**config.mk**
```make
export PLATFORM = sky130hd
export DESIGN_NAME = sbus_uart_rx
export DESIGN_NICKNAME = d
export VERILOG_FILES = /design/src/rtl/sbus_uart_pkg.sv /design/src/rtl/sbus_uart_rx_sync.sv /design/src/rtl/sbus_uart_rx.sv
export SDC_FILE = /design/constraint.sdc
export NUM_CORES = 1
export LEC_CHECK = 0
export ABC_AREA = 1
export ABC_CLOCK_PERIOD_IN_PS = 3900
export CAP_MARGIN = 20
export CORE_UTILIZATION = 62
export CTS_CLUSTER_DIAMETER = 30
export DETAILED_ROUTE_END_ITERATION = 10
export GPL_ROUTABILITY_DRIVEN = 0
export PLACE_DENSITY_LB_ADDON = 0.05
export SLEW_MARGIN = 15
export SYNTH_ARGS = -nofsm -noshare
export SYNTH_HDL_FRONTEND = slang
export SYNTH_SLANG_ARGS = --single-unit
```
**constraint.sdc**
```tcl
create_clock -name clk -period 3.9 [get_ports clk]
set_input_delay 1.17 -clock clk [delete_from_list [all_inputs] [get_ports clk]]
set_output_delay 1.17 -clock clk [all_outputs]
set_load 0.01 [all_outputs]
```
**src/rtl/sbus_uart_pkg.sv**
```systemverilog
// rtl/sbus_uart_pkg.sv - shared constants and helpers for the S.BUS UART receiver
package sbus_uart_pkg;

  // Receiver FSM encoding
  localparam logic [2:0] ST_IDLE      = 3'd0;
  localparam logic [2:0] ST_START     = 3'd1;
  localparam logic [2:0] ST_DATA      = 3'd2;
  localparam logic [2:0] ST_PARITY    = 3'd3;
  localparam logic [2:0] ST_STOP      = 3'd4;
  localparam logic [2:0] ST_WAIT_IDLE = 3'd5;

  // Parity modes
  localparam int PARITY_NONE = 0;
  localparam int PARITY_ODD  = 1;
  localparam int PARITY_EVEN = 2;

  // Whole system clocks per line bit (truncating)
  function automatic int cycles_per_bit(input int clk_hz, input int bit_rate);
    return clk_hz / bit_rate;
  endfunction

endpackage

```
**src/rtl/sbus_uart_rx_sync.sv**
```systemverilog
// rtl/sbus_uart_rx_sync.sv - two-flop synchroniser for the raw serial pin
module rx_sync_2ff #(
  parameter logic RESET_VAL = 1'b0
) (
  input  logic clk,
  input  logic rst_n,
  input  logic d,
  output logic q
);

  logic meta;

  // Resets to the idle pin level so the decoder sees an idle line out of reset
  always_ff @(posedge clk or negedge rst_n) begin
    if (!rst_n) begin
      meta <= RESET_VAL;
      q    <= RESET_VAL;
    end else begin
      meta <= d;
      q    <= meta;
    end
  end

endmodule

```
**src/rtl/sbus_uart_rx.sv**
```systemverilog
// rtl/sbus_uart_rx.sv - oversampling UART receiver with parity, framing and BREAK detection
module sbus_uart_rx
  import sbus_uart_pkg::*;
#(
  parameter int CLK_HZ       = 50_000_000,
  parameter int BIT_RATE     = 100_000,
  parameter int PAYLOAD_BITS = 8,
  parameter int STOP_BITS    = 2,
  parameter int PARITY       = 2,
  parameter int RX_INVERT    = 1,
  parameter int IDLE_BITS    = 2
) (
  input  logic                    clk,
  input  logic                    sw_0,
  input  logic                    uart_rxd,
  output logic [PAYLOAD_BITS-1:0] uart_rx_data,
  output logic                    uart_rx_valid,
  output logic                    uart_rx_break,
  output logic                    uart_rx_parity_err,
  output logic                    uart_rx_frame_err
);

  localparam int CPB = cycles_per_bit(CLK_HZ, BIT_RATE);
  localparam int CW  = $clog2(CPB);
  localparam int BW  = $clog2(PAYLOAD_BITS + STOP_BITS + IDLE_BITS + 1);

  localparam logic [CW-1:0] HALF_M1   = CW'(CPB / 2 - 1);
  localparam logic [CW-1:0] CPB_M1    = CW'(CPB - 1);
  localparam logic [BW-1:0] LAST_DATA = BW'(PAYLOAD_BITS - 1);
  localparam logic [BW-1:0] LAST_STOP = BW'(STOP_BITS - 1);
  localparam logic [BW-1:0] LAST_IDLE = BW'(IDLE_BITS - 1);

  // Pin level when the line is idle, before inversion
  localparam logic INV      = (RX_INVERT != 0);
  localparam logic IDLE_PIN = ~INV;

  logic                    rx_sync;
  logic                    rxs;
  logic [2:0]              state;
  logic [CW-1:0]           cnt;
  logic [BW-1:0]           bit_cnt;
  logic [PAYLOAD_BITS-1:0] shift;
  logic                    par_bit;
  logic                    par_err_q;
  logic                    par_calc;

  rx_sync_2ff #(
    .RESET_VAL(IDLE_PIN)
  ) u_sync (
    .clk  (clk),
    .rst_n(sw_0),
    .d    (uart_rxd),
    .q    (rx_sync)
  );

  assign rxs      = rx_sync ^ INV;
  assign par_calc = ^{shift, rxs};

  // Character recovery FSM; pulse outputs default low every cycle
  always_ff @(posedge clk or negedge sw_0) begin
    if (!sw_0) begin
      state              <= ST_WAIT_IDLE;
      cnt                <= '0;
      bit_cnt            <= '0;
      shift              <= '0;
      par_bit            <= 1'b0;
      par_err_q          <= 1'b0;
      uart_rx_data       <= '0;
      uart_rx_valid      <= 1'b0;
      uart_rx_break      <= 1'b0;
      uart_rx_parity_err <= 1'b0;
      uart_rx_frame_err  <= 1'b0;
    end else begin
      uart_rx_valid      <= 1'b0;
      uart_rx_break      <= 1'b0;
      uart_rx_parity_err <= 1'b0;
      uart_rx_frame_err  <= 1'b0;
      case (state)
        ST_IDLE: begin
          cnt     <= '0;
          bit_cnt <= '0;
          if (!rxs) state <= ST_START;
        end
        ST_START: begin
          if (cnt == HALF_M1) begin
            cnt   <= '0;
            state <= rxs ? ST_IDLE : ST_DATA;
          end else begin
            cnt <= cnt + 1'b1;
          end
        end
        ST_DATA: begin
          if (cnt == CPB_M1) begin
            cnt   <= '0;
            shift <= {rxs, shift[PAYLOAD_BITS-1:1]};
            if (bit_cnt == LAST_DATA) begin
              bit_cnt <= '0;
              if (PARITY == PARITY_NONE) begin
                par_bit   <= 1'b0;
                par_err_q <= 1'b0;
                state     <= ST_STOP;
              end else begin
                state <= ST_PARITY;
              end
            end else begin
              bit_cnt <= bit_cnt + 1'b1;
            end
          end else begin
            cnt <= cnt + 1'b1;
          end
        end
        ST_PARITY: begin
          if (cnt == CPB_M1) begin
            cnt       <= '0;
            par_bit   <= rxs;
            par_err_q <= (PARITY == PARITY_ODD) ? ~par_calc : par_calc;
            state     <= ST_STOP;
          end else begin
            cnt <= cnt + 1'b1;
          end
        end
        ST_STOP: begin
          if (cnt == CPB_M1) begin
            cnt <= '0;
            if (!rxs) begin
              // All-zero character running into the stop bit is a BREAK
              if (bit_cnt == '0 && shift == '0 && !par_bit) uart_rx_break <= 1'b1;
              else uart_rx_frame_err <= 1'b1;
              bit_cnt <= '0;
              state   <= ST_WAIT_IDLE;
            end else if (bit_cnt == LAST_STOP) begin
              uart_rx_valid      <= 1'b1;
              uart_rx_data       <= shift;
              uart_rx_parity_err <= par_err_q;
              bit_cnt            <= '0;
              state              <= ST_IDLE;
            end else begin
              bit_cnt <= bit_cnt + 1'b1;
            end
          end else begin
            cnt <= cnt + 1'b1;
          end
        end
        ST_WAIT_IDLE: begin
          if (!rxs) begin
            cnt     <= '0;
            bit_cnt <= '0;
          end else if (cnt == CPB_M1) begin
            cnt <= '0;
            if (bit_cnt == LAST_IDLE) begin
              bit_cnt <= '0;
              state   <= ST_IDLE;
            end else begin
              bit_cnt <= bit_cnt + 1'b1;
            end
          end else begin
            cnt <= cnt + 1'b1;
          end
        end
        default: begin
          cnt     <= '0;
          bit_cnt <= '0;
          state   <= ST_WAIT_IDLE;
        end
      endcase
    end
  end

endmodule
```
==> flow_summary.json <==
{
  "outcome": "finished clean",
  "combPwrFrac": 0.286,
  "min_path_cells": 0,
  "cp.required_ns": 2.73,
  "routedWlPerCell_um": 11.25,
  "critical_path.cell_chain": "clkdlybuf4s50_1",
  "dp_hpwl_um": 2633,
  "die_height_um": 60.35,
  "htreeDepth": 2,
  "intPower_uw": 689.7,
  "place_ws_ns": 1.852,
  "period_share": 0.6242,
  "diodes": 0,
  "seq_area_mm2": 0.001003,
  "vias": 1670,
  "num_io_pins": 15,
  "rsz0062_at_grt": "no",
  "setup_violations": 0,
  "hp-class": "flip-flop to flip-flop",
  "power_switching_uw": 390.5,
  "synth_cells": 261,
  "switching_share": 0.3615,
  "ys_seq_area_frac": 0.4754,
  "clk_pin_slew_ns": 0.12,
  "setup_ws_ns": 1.466,
  "wl_um": 3657,
  "slew_viol_final": 0,
  "initial_utilization": 0.6694,
  "first_pass_iters": 4,
  "crit_fanout": 2,
  "slew_headroom": 0.4338,
  "clk_path_buf_depth": 2,
  "postCtsResizedCells": 0,
  "most-common-layout-cells": "75 x nand2_1, 38 x dfrtp_1, 29 x inv_1",
  "r2r_cells": 8,
  "track_usage": 0.2356,
  "drive_gt1_frac": 0.1566,
  "synth.top_cell.area_share": 0.4505,
  "maxCapViolCount": 0,
  "tightestPinTransition_ns": 0.8493,
  "clkPwrFrac": 0.249,
  "setup_tns_ns": 0,
  "design.core.area_mm2": 0.003153,
  "cts_root_buf": "clkbuf_4",
  "crit_cells": 1,
  "syn_to_final_growth_pct": 11.56,
  "crit_buf_inv": 1,
  "critPathMaxStageDelay_ns": 0.54,
  "cts_setup_buffers": 0,
  "crit_path_top_delay_cell": "clkdlybuf4s50_1",
  "max_freq_ghz": 0.4108,
  "clkLatencyLatePin_ns": 0.36,
  "n_fill_cell": 264,
  "period_minus_slack_ns": 2.434,
  "critPathLaunchType": "flip-flop",
  "finalNetCount": 288,
  "p_leak_uw": 0.001173,
  "final_hold_viol_count": 0,
  "vdd_ir_drop_max_mv": 0.3159,
  "cp.arrival_ns": 1.26,
  "synth_area_leaders": "dfrtp_1 45%, nand2_1 13%, o21ai_2 5.8%, inv_1 5.2%, nor2_1 4.8%",
  "grt_pass1_vias": 1449,
  "vias_per_cell": 5.138,
  "rows": 20,
  "ys_types": 25,
  "gr-total-overflow": 0,
  "final_common_cell": "nand2_1",
  "ys_ff_latch": 40,
  "grt_max_degree": 41,
  "die_x_um": 60.35,
  "multi_input_area_um2": 957.2,
  "postCtsHoldBufs": 0,
  "port_buffers": 14,
  "syn_nets": 269,
  "drt-initial-drc-count": 97,
  "cts_tree": "done",
  "synth_area_per_cell_um2": 8.087,
  "yosys_warnings": 0,
  "antenna_found_initial": 0,
  "synth_area_leader_cell": "dfrtp_1",
  "clock-sinks": 40,
  "skew_ns": 0.009439,
  "crit_family": "buffers and inverters",
  "syn_area_mm2": 0.002111,
  "seqPwrFrac": 0.465,
  "worstSetupPathType": "flip-flop to output port",
  "drcViolationCount": 0,
  "grt_first_pass_wirelength_um": 6210,
  "setup.worst_path.end_class": "output port",
  "ant_nets": 0,
  "power.density_mw_per_mm2": 458.7,
  "dieArea_mm2": 0.003642,
  "cts_inserted_buffers": 5
}
-- worst paths after layout --
check | start | to | slack (ns)
worst min-delay path | u_sync.meta$_DFF_PN0_ | u_sync.q$_DFF_PN0_ | 0.36
worst min register to register | u_sync.meta$_DFF_PN0_ | u_sync.q$_DFF_PN0_ | 0.36
max in group asynchronous | sw_0 | cnt[0]$_DFF_PN0_ | 2.46
worst max register to register | cnt[0]$_DFF_PN0_ | uart_rx_data[7]$_DFFE_PN0P_ | 2.21
worst max-delay path | uart_rx_data[5]$_DFFE_PN0P_ | uart_rx_data[5] | 1.47
min in group asynchronous | sw_0 | uart_rx_data[1]$_DFFE_PN0P_ | 0.90
-- final cells by class --
cell class,count,area share
repair buffers,14,0.05739
multi-input cells,185,0.4065
flip-flops and latches,40,0.4261
inverters,34,0.05420
clock inverters,2,0.01488
clock buffers,6,0.01753
well taps,44,0.02338
-- cells by family (layout without fill, tap and decap cells) --
group,Yosys count,count (layout),share of synthesized area
flip-flops,40,40,0.4754
adder cells (fa/ha/maj),5,5,0.02964
AO/OA/AOI/OAI,29,29,0.09484
AND/OR/NAND/NOR,145,145,0.3041
buffers and inverters,36,56,0.07113
XOR/XNOR,6,6,0.02490
-- stage by stage --
| stage | total power (uW) | hold WS [ns] | instance area [um2] | util | instances |
|---|---|---|---|---|---|
| after floorplan | 742.3 | 0.3312 | 2111 | - | 261 |
| final | 1080 | 0.3588 | 2355 | 0.7468 | 325 |
| after global routing | 1151 | 0.3764 | 2355 | 0.7468 | 325 |
| after detailed placement | 815.3 | 0.3364 | 2278 | 0.7226 | 317 |
| after global placement | 808.3 | 0.3337 | 2278 | 0.7226 | 317 |
| after CTS | 1086 | 0.3623 | 2355 | 0.7468 | 325 |
-- Yosys cell counts --
library cell	number
nor2_4	1
a21oi_1	4
nor3_1	9
ha_1	5
nand2_1	75
o21ai_2	14
nand2_2	5
and2_2	1
nor2_2	4
nand4_1	2
inv_1	29
nor3_2	2
o211ai_1	1
nand3_2	2
dfstp_2	2
xor2_1	4
dfrtp_1	38
nor2_1	27
inv_2	5
nand3_1	16
o21ai_0	7
buf_6	2
o21ai_1	3
xnor2_1	2
nor4_1	1
-- metal layers --
metal | routed length [um] | global-route usage | vias up | part of all wire
met5 | 0 | 0 | - | 0
met4 | 95 | 0.1362 | 0 | 0.026
met3 | 168 | 0.04478 | 9 | 0.046
met2 | 1687 | 0.3705 | 40 | 0.46
met1 | 1706 | 0.3054 | 755 | 0.47
li1 | - | - | 866 | -
-- flip-flops by register name (all words and copies together), names as in the netlist --
name and count:
u_sync.meta 1, uart_rx_frame_err 1, uart_rx_valid 1, cnt 9
uart_rx_data 8, par_err_q 1, shift 8, state 3
u_sync.q 1, uart_rx_break 1, uart_rx_parity_err 1, par_bit 1
bit_cnt 4
-- power by group through the flow --
| stage | clock (uW) | combinational, uW | sequential, uW |
|---|---|---|---|
| 2_1_floorplan | 0 | 243 | 499 |
| 3_3_place_gp | 0 | 300 | 508 |
| 3_5_place_dp | 0 | 306 | 510 |
| 4_1_cts | 273 | 311 | 501 |
| 5_1_grt | 286 | 356 | 510 |
| 6_report | 269 | 309 | 502 |
Note: power is estimated with default switching activity, not from simulation.
==> RTL edit 1, RTL diff (same settings) <==
`STOP_BITS`: 2 -> 4.
--- a/src/rtl/sbus_uart_rx.sv
+++ b/src/rtl/sbus_uart_rx.sv
@@ -6,5 +6,5 @@
   parameter int BIT_RATE     = 100_000,
   parameter int PAYLOAD_BITS = 8,
-  parameter int STOP_BITS    = 2,
+  parameter int STOP_BITS    = 4,
   parameter int PARITY       = 2,
   parameter int RX_INVERT    = 1,
Function: no difference found for any inputs over 10 cycles, from zero or initial values; that may be too few to reach the edited logic, so the function may still have changed.
==> RTL edit 1 against the unedited design <==
- total power grew 9.8%
- worst setup slack better by 0.0080 ns
- sequential cell count stayed put
- wire length up 3.0%
- final cell count rose by 3.7%
- largest power group unchanged
- final area up 4.0%
- count of clock-buffer cells in the layout decreased by 1
- highest routed layer unchanged
- critical path type unchanged
- area after synthesis is 4.4% higher
==> RTL edit 1: results (changes against the unedited design) <==
| Metric | Value |
|---|---|
| Vias in the first global route | 1492 (+3.0%) |
| Clk slew on worst S/H paths | 0.12 ns (about the same) |
| Nets | 298 (+3.5%) |
| Placed Instances | 329 (+3.8%) |
| Total GRT Usage | 22.8% (-0.74 points) |
| Met1 WL | 1.85 mm (+8.2%) |
| First-pass GRT wire length | 6.33 mm (+2.0%) |
| Slew HR | 44.1% (+0.72 points) |
| DRT iter0 DRCs | 61 (-37%) |
| WL met3 | 86 um (-49%) |
| Hpwl dp | 2.91 mm (+11%) |
| Max VDD drop | 0.000355 V (+12%) |
| Final std cells w/o fill | 337 (+3.7%) |
| Cell variety after synth | 27 (+8.0%) |
| Sequential cell fraction of total power | 42.1% (-4.4 points) |
| Syn nets | 280 (+4.1%) |
| Met2 routed WL | 1.78 mm (+5.3%) |
| Primary FF master, synth | dfrtp_1 |
| Share of layout cells above drive strength 1 | 16.8% (+1.2 points) |
| Switch share | 38.4% (+2.2 points) |
| Syn Area/Cell | 8.11 um2 (+0.22%) |
| Clock network power share | 22.5% (-2.4 points) |
| Via-per-instance ratio | 5.01 (-2.4%) |
| Sequential share of the synthesized area | 45.5% (-2.0 points) |
| Area after DPL | 0.00237 mm2 (+4.0%) |
| Ant. Diodes | 0 (unchanged) |
| Status | completed |
| Worst Path Max Fanout | 2 (unchanged) |
| Worst-Skew Late Latency | 0.34 ns (-0.02 ns) |
| Leakage | 1.20 nW (+1.9%) |
| Pwr Total | 1.19 mW (+9.8%) |
| DR WL/cell | 11.2 um (-0.66%) |
| Synth cell count leaders | 90 x nand2_1, 38 x dfrtp_1, 28 x nor2_1, 26 x inv_1, 14 x nand3_1 |
-- RTL edit 1: cell types whose count changed after synthesis, moves of 3 or more --
cell | unedited run | this run
o21ai_2 | 14 | 9
inv_1 | 29 | 26
o21ai_0 | 7 | 2
a21oi_1 | 4 | 0
o21ai_1 | 3 | 9
nor3_1 | 9 | 0
nand2_2 | 5 | 8
xor2_1 | 4 | 7
nand2_1 | 75 | 90
nand4_1 | 2 | 5
nor2_4 | 1 | 4
-- RTL edit 1: logic make-up (layout without fill, tap and decap cells) --
kind of cell	count (synthesis)	in the layout	share of synthesized area, %
compound gates	23	23	7.55
xor+xnor	10	10	3.97
buf+inv	35	54	6.70
flops	40	40	45.5
simple gates	159	159	33.4
fa+ha+maj	5	5	2.84
-- RTL edit 1: layer usage --
metal,track usage (%),vias to the layer above
met5,0,-
met4,7.30,0
met3,5.04,6
met2,37.8,23
met1,29.8,778
li1,-,883
-- RTL edit 1: worst paths after layout --
kind,slack [ns],end,from
hold reg to reg,0.36,u_sync.q$_DFF_PN0_,u_sync.meta$_DFF_PN0_
max in group asynchronous,2.46,shift[4]$_DFFE_PN0P_,sw_0
setup reg to reg,2.24,uart_rx_data[0]$_DFFE_PN0P_,cnt[0]$_DFF_PN0_
min in group asynchronous,0.91,cnt[2]$_DFF_PN0_,sw_0
setup / recovery,1.47,uart_rx_data[7],uart_rx_data[7]$_DFFE_PN0P_
hold / removal,0.36,u_sync.q$_DFF_PN0_,u_sync.meta$_DFF_PN0_
-- RTL edit 1: area by class of cell --
cell class,instances,area [um2]
clock inverter,3,42.5
inverter,32,120
tap,46,57.6
multi-input combinational,197,1050
timing repair buffer,14,135
fill,285,913
sequential,40,1000
clock buffer,5,37.5
==> RTL edit 2, RTL diff (config.mk and constraints unchanged) <==
Without the edit above. Register the input `uart_rxd` before use. The logic sees it one clock later.
--- a/src/rtl/sbus_uart_rx.sv
+++ b/src/rtl/sbus_uart_rx.sv
@@ -35,4 +35,10 @@
   localparam logic IDLE_PIN = ~INV;
 
+  logic uart_rxd_q;
+
+  always_ff @(posedge clk) begin
+    uart_rxd_q <= uart_rxd;
+  end
+
   logic                    rx_sync;
   logic                    rxs;
@@ -50,5 +56,5 @@
     .clk  (clk),
     .rst_n(sw_0),
-    .d    (uart_rxd),
+    .d    (uart_rxd_q),
     .q    (rx_sync)
   );
Behaviour: no difference found for any inputs over 10 cycles, from zero or initial values; that may be too few to reach the edited logic, so the function may still have changed.
==> RTL edit 2 against the unedited design <==
- area after synthesis up 0.95%
- largest power group unchanged
- first-iteration DRC count decreased by 25%
- register-to-register slack worse by 0.04 ns
- wire length grew 9.2%
- total power up 3.2%
- largest cell class unchanged
- sequential share of layout area up 0.33 points
- final area up 1.2%
- synthesized cell count up 0.38%
- worst setup slack better by 0.0080 ns
- highest routed layer unchanged
- die area increased by 0.93%
- sequential cell count grew 1
==> RTL edit 2: results (changes against the unedited design) <==
| Metric | Value |
|---|---|
| Clk slew on worst S/H paths | 0.12 ns (about the same) |
| Top area cells in the synthesized netlist | dfrtp_1 45%, nand2_1 13%, o21ai_2 5.8% |
| Via Count | 1674 (+0.24%) |
| Power Dens Cells | 468 mW/mm2 (+2.0%) |
| NonClk Buf Share | 5.67% (-0.069 points) |
| Syn nets | 270 (+0.37%) |
| Total GRT Usage | 24.6% (+1.0 points) |
| Slew HR | 43.3% (-0.10 points) |
| Clock Tree Buf Depth | 2 (unchanged) |
| Final sequential cell count | 41 (+2.5%) |
| Clkbuf count | 7 (+1) |
| Sequential share of the synthesized area | 48.0% (+0.49 points) |
| Synth async-reset ratio | 97.6% (-2.4 points) |
| Nets | 289 (+0.35%) |
| Ant. Diodes | 0 (unchanged) |
| Non-clock buffers | 14 (unchanged) |
| First-pass GRT wire length | 6.48 mm (+4.3%) |
| Share of layout cells above drive strength 1 | 15.6% (-0.056 points) |
| Sequential Area | 0.00102 mm2 (+2.0%) |
| Pin count of the biggest net entering global routing | 41 (unchanged) |
| DR WL/cell | 12.3 um (+8.9%) |
| Seq. pwr | 0.513 mW (+2%) |
| Hpwl dp | 2.86 mm (+8.7%) |
| Synth cell count leaders | 75 x nand2_1, 38 x dfrtp_1, 29 x inv_1, 27 x nor2_1, 16 x nand3_1 |
| Post-Route Skew | 0.00964 ns (+0.000197 ns) |
| Multi-input gate share of the layout cell area | 40.2% (-0.49 points) |
| Leakage | 1.18 nW (+1.0%) |
| Vias in the first global route | 1477 (+1.9%) |
| Fillcell total | 246 (-6.8%) |
| DRT iter0 DRCs | 73 (-25%) |
| Worst Path Max Fanout | 2 (unchanged) |
| Max VDD drop | 0.000373 V (+18%) |
| Non-clk invs | 34 (unchanged) |
| Int Power | 0.719 mW (+4.2%) |
| Crit path max-delay family | buffers and inverters |
| Clock-cell share | 3.57% (+0.33 points) |
| Status | completed |
| Cell variety after synth | 26 (+4.0%) |
-- RTL edit 2: cell count changes in the layout (fill, tap and decap cells not counted) --
cell,change
dfxtp_1,+1
clkinv_2,-1
clkbuf_8,+1
-- RTL edit 2: routing by layer --
layer,routed length [um],vias up,GRT usage [%]
met5,0,-,0
met4,53,0,8.12
met3,148,6,6.40
met2,1900,29,40.3
met1,1890,773,32.0
li1,-,866,-
-- RTL edit 2: final timing paths --
path | endpoint | from | cells past startpoint | slack [ns]
max | uart_rx_data[6] | uart_rx_data[6]$_DFFE_PN0P_ | 1 | 1.47
min | u_sync.meta$_DFF_PN0_ | uart_rxd_q$_DFF_P_ | 0 | 0.35
max reg2reg | uart_rx_data[1]$_DFFE_PN0P_ | cnt[0]$_DFF_PN0_ | 8 | 2.17
min reg2reg | u_sync.meta$_DFF_PN0_ | uart_rxd_q$_DFF_P_ | 0 | 0.35
max in group asynchronous | bit_cnt[0]$_DFFE_PN0P_ | sw_0 | 1 | 2.46
min in group asynchronous | uart_rx_data[7]$_DFFE_PN0P_ | sw_0 | 1 | 0.90
-- RTL edit 2: logic make-up after synthesis --
group	share of synthesized area, %
xor gates and xnor gates	2.47
buffers and inverters	7.05
adders and majority gates	2.94
AOI/OAI and AO/OA	9.40
DFF	48.0
and+or+nand+nor	30.1
-- RTL edit 2: through the flow --
step           instances  worst slack (ns)  instance area, um2
3_5_place_dp         318              1.87                2300
3_3_place_gp         318              1.88                2300
6_report             326              1.47                2380
4_1_cts              326              1.46                2380
5_1_grt              326              1.41                2380
2_1_floorplan        262              2.35                2130
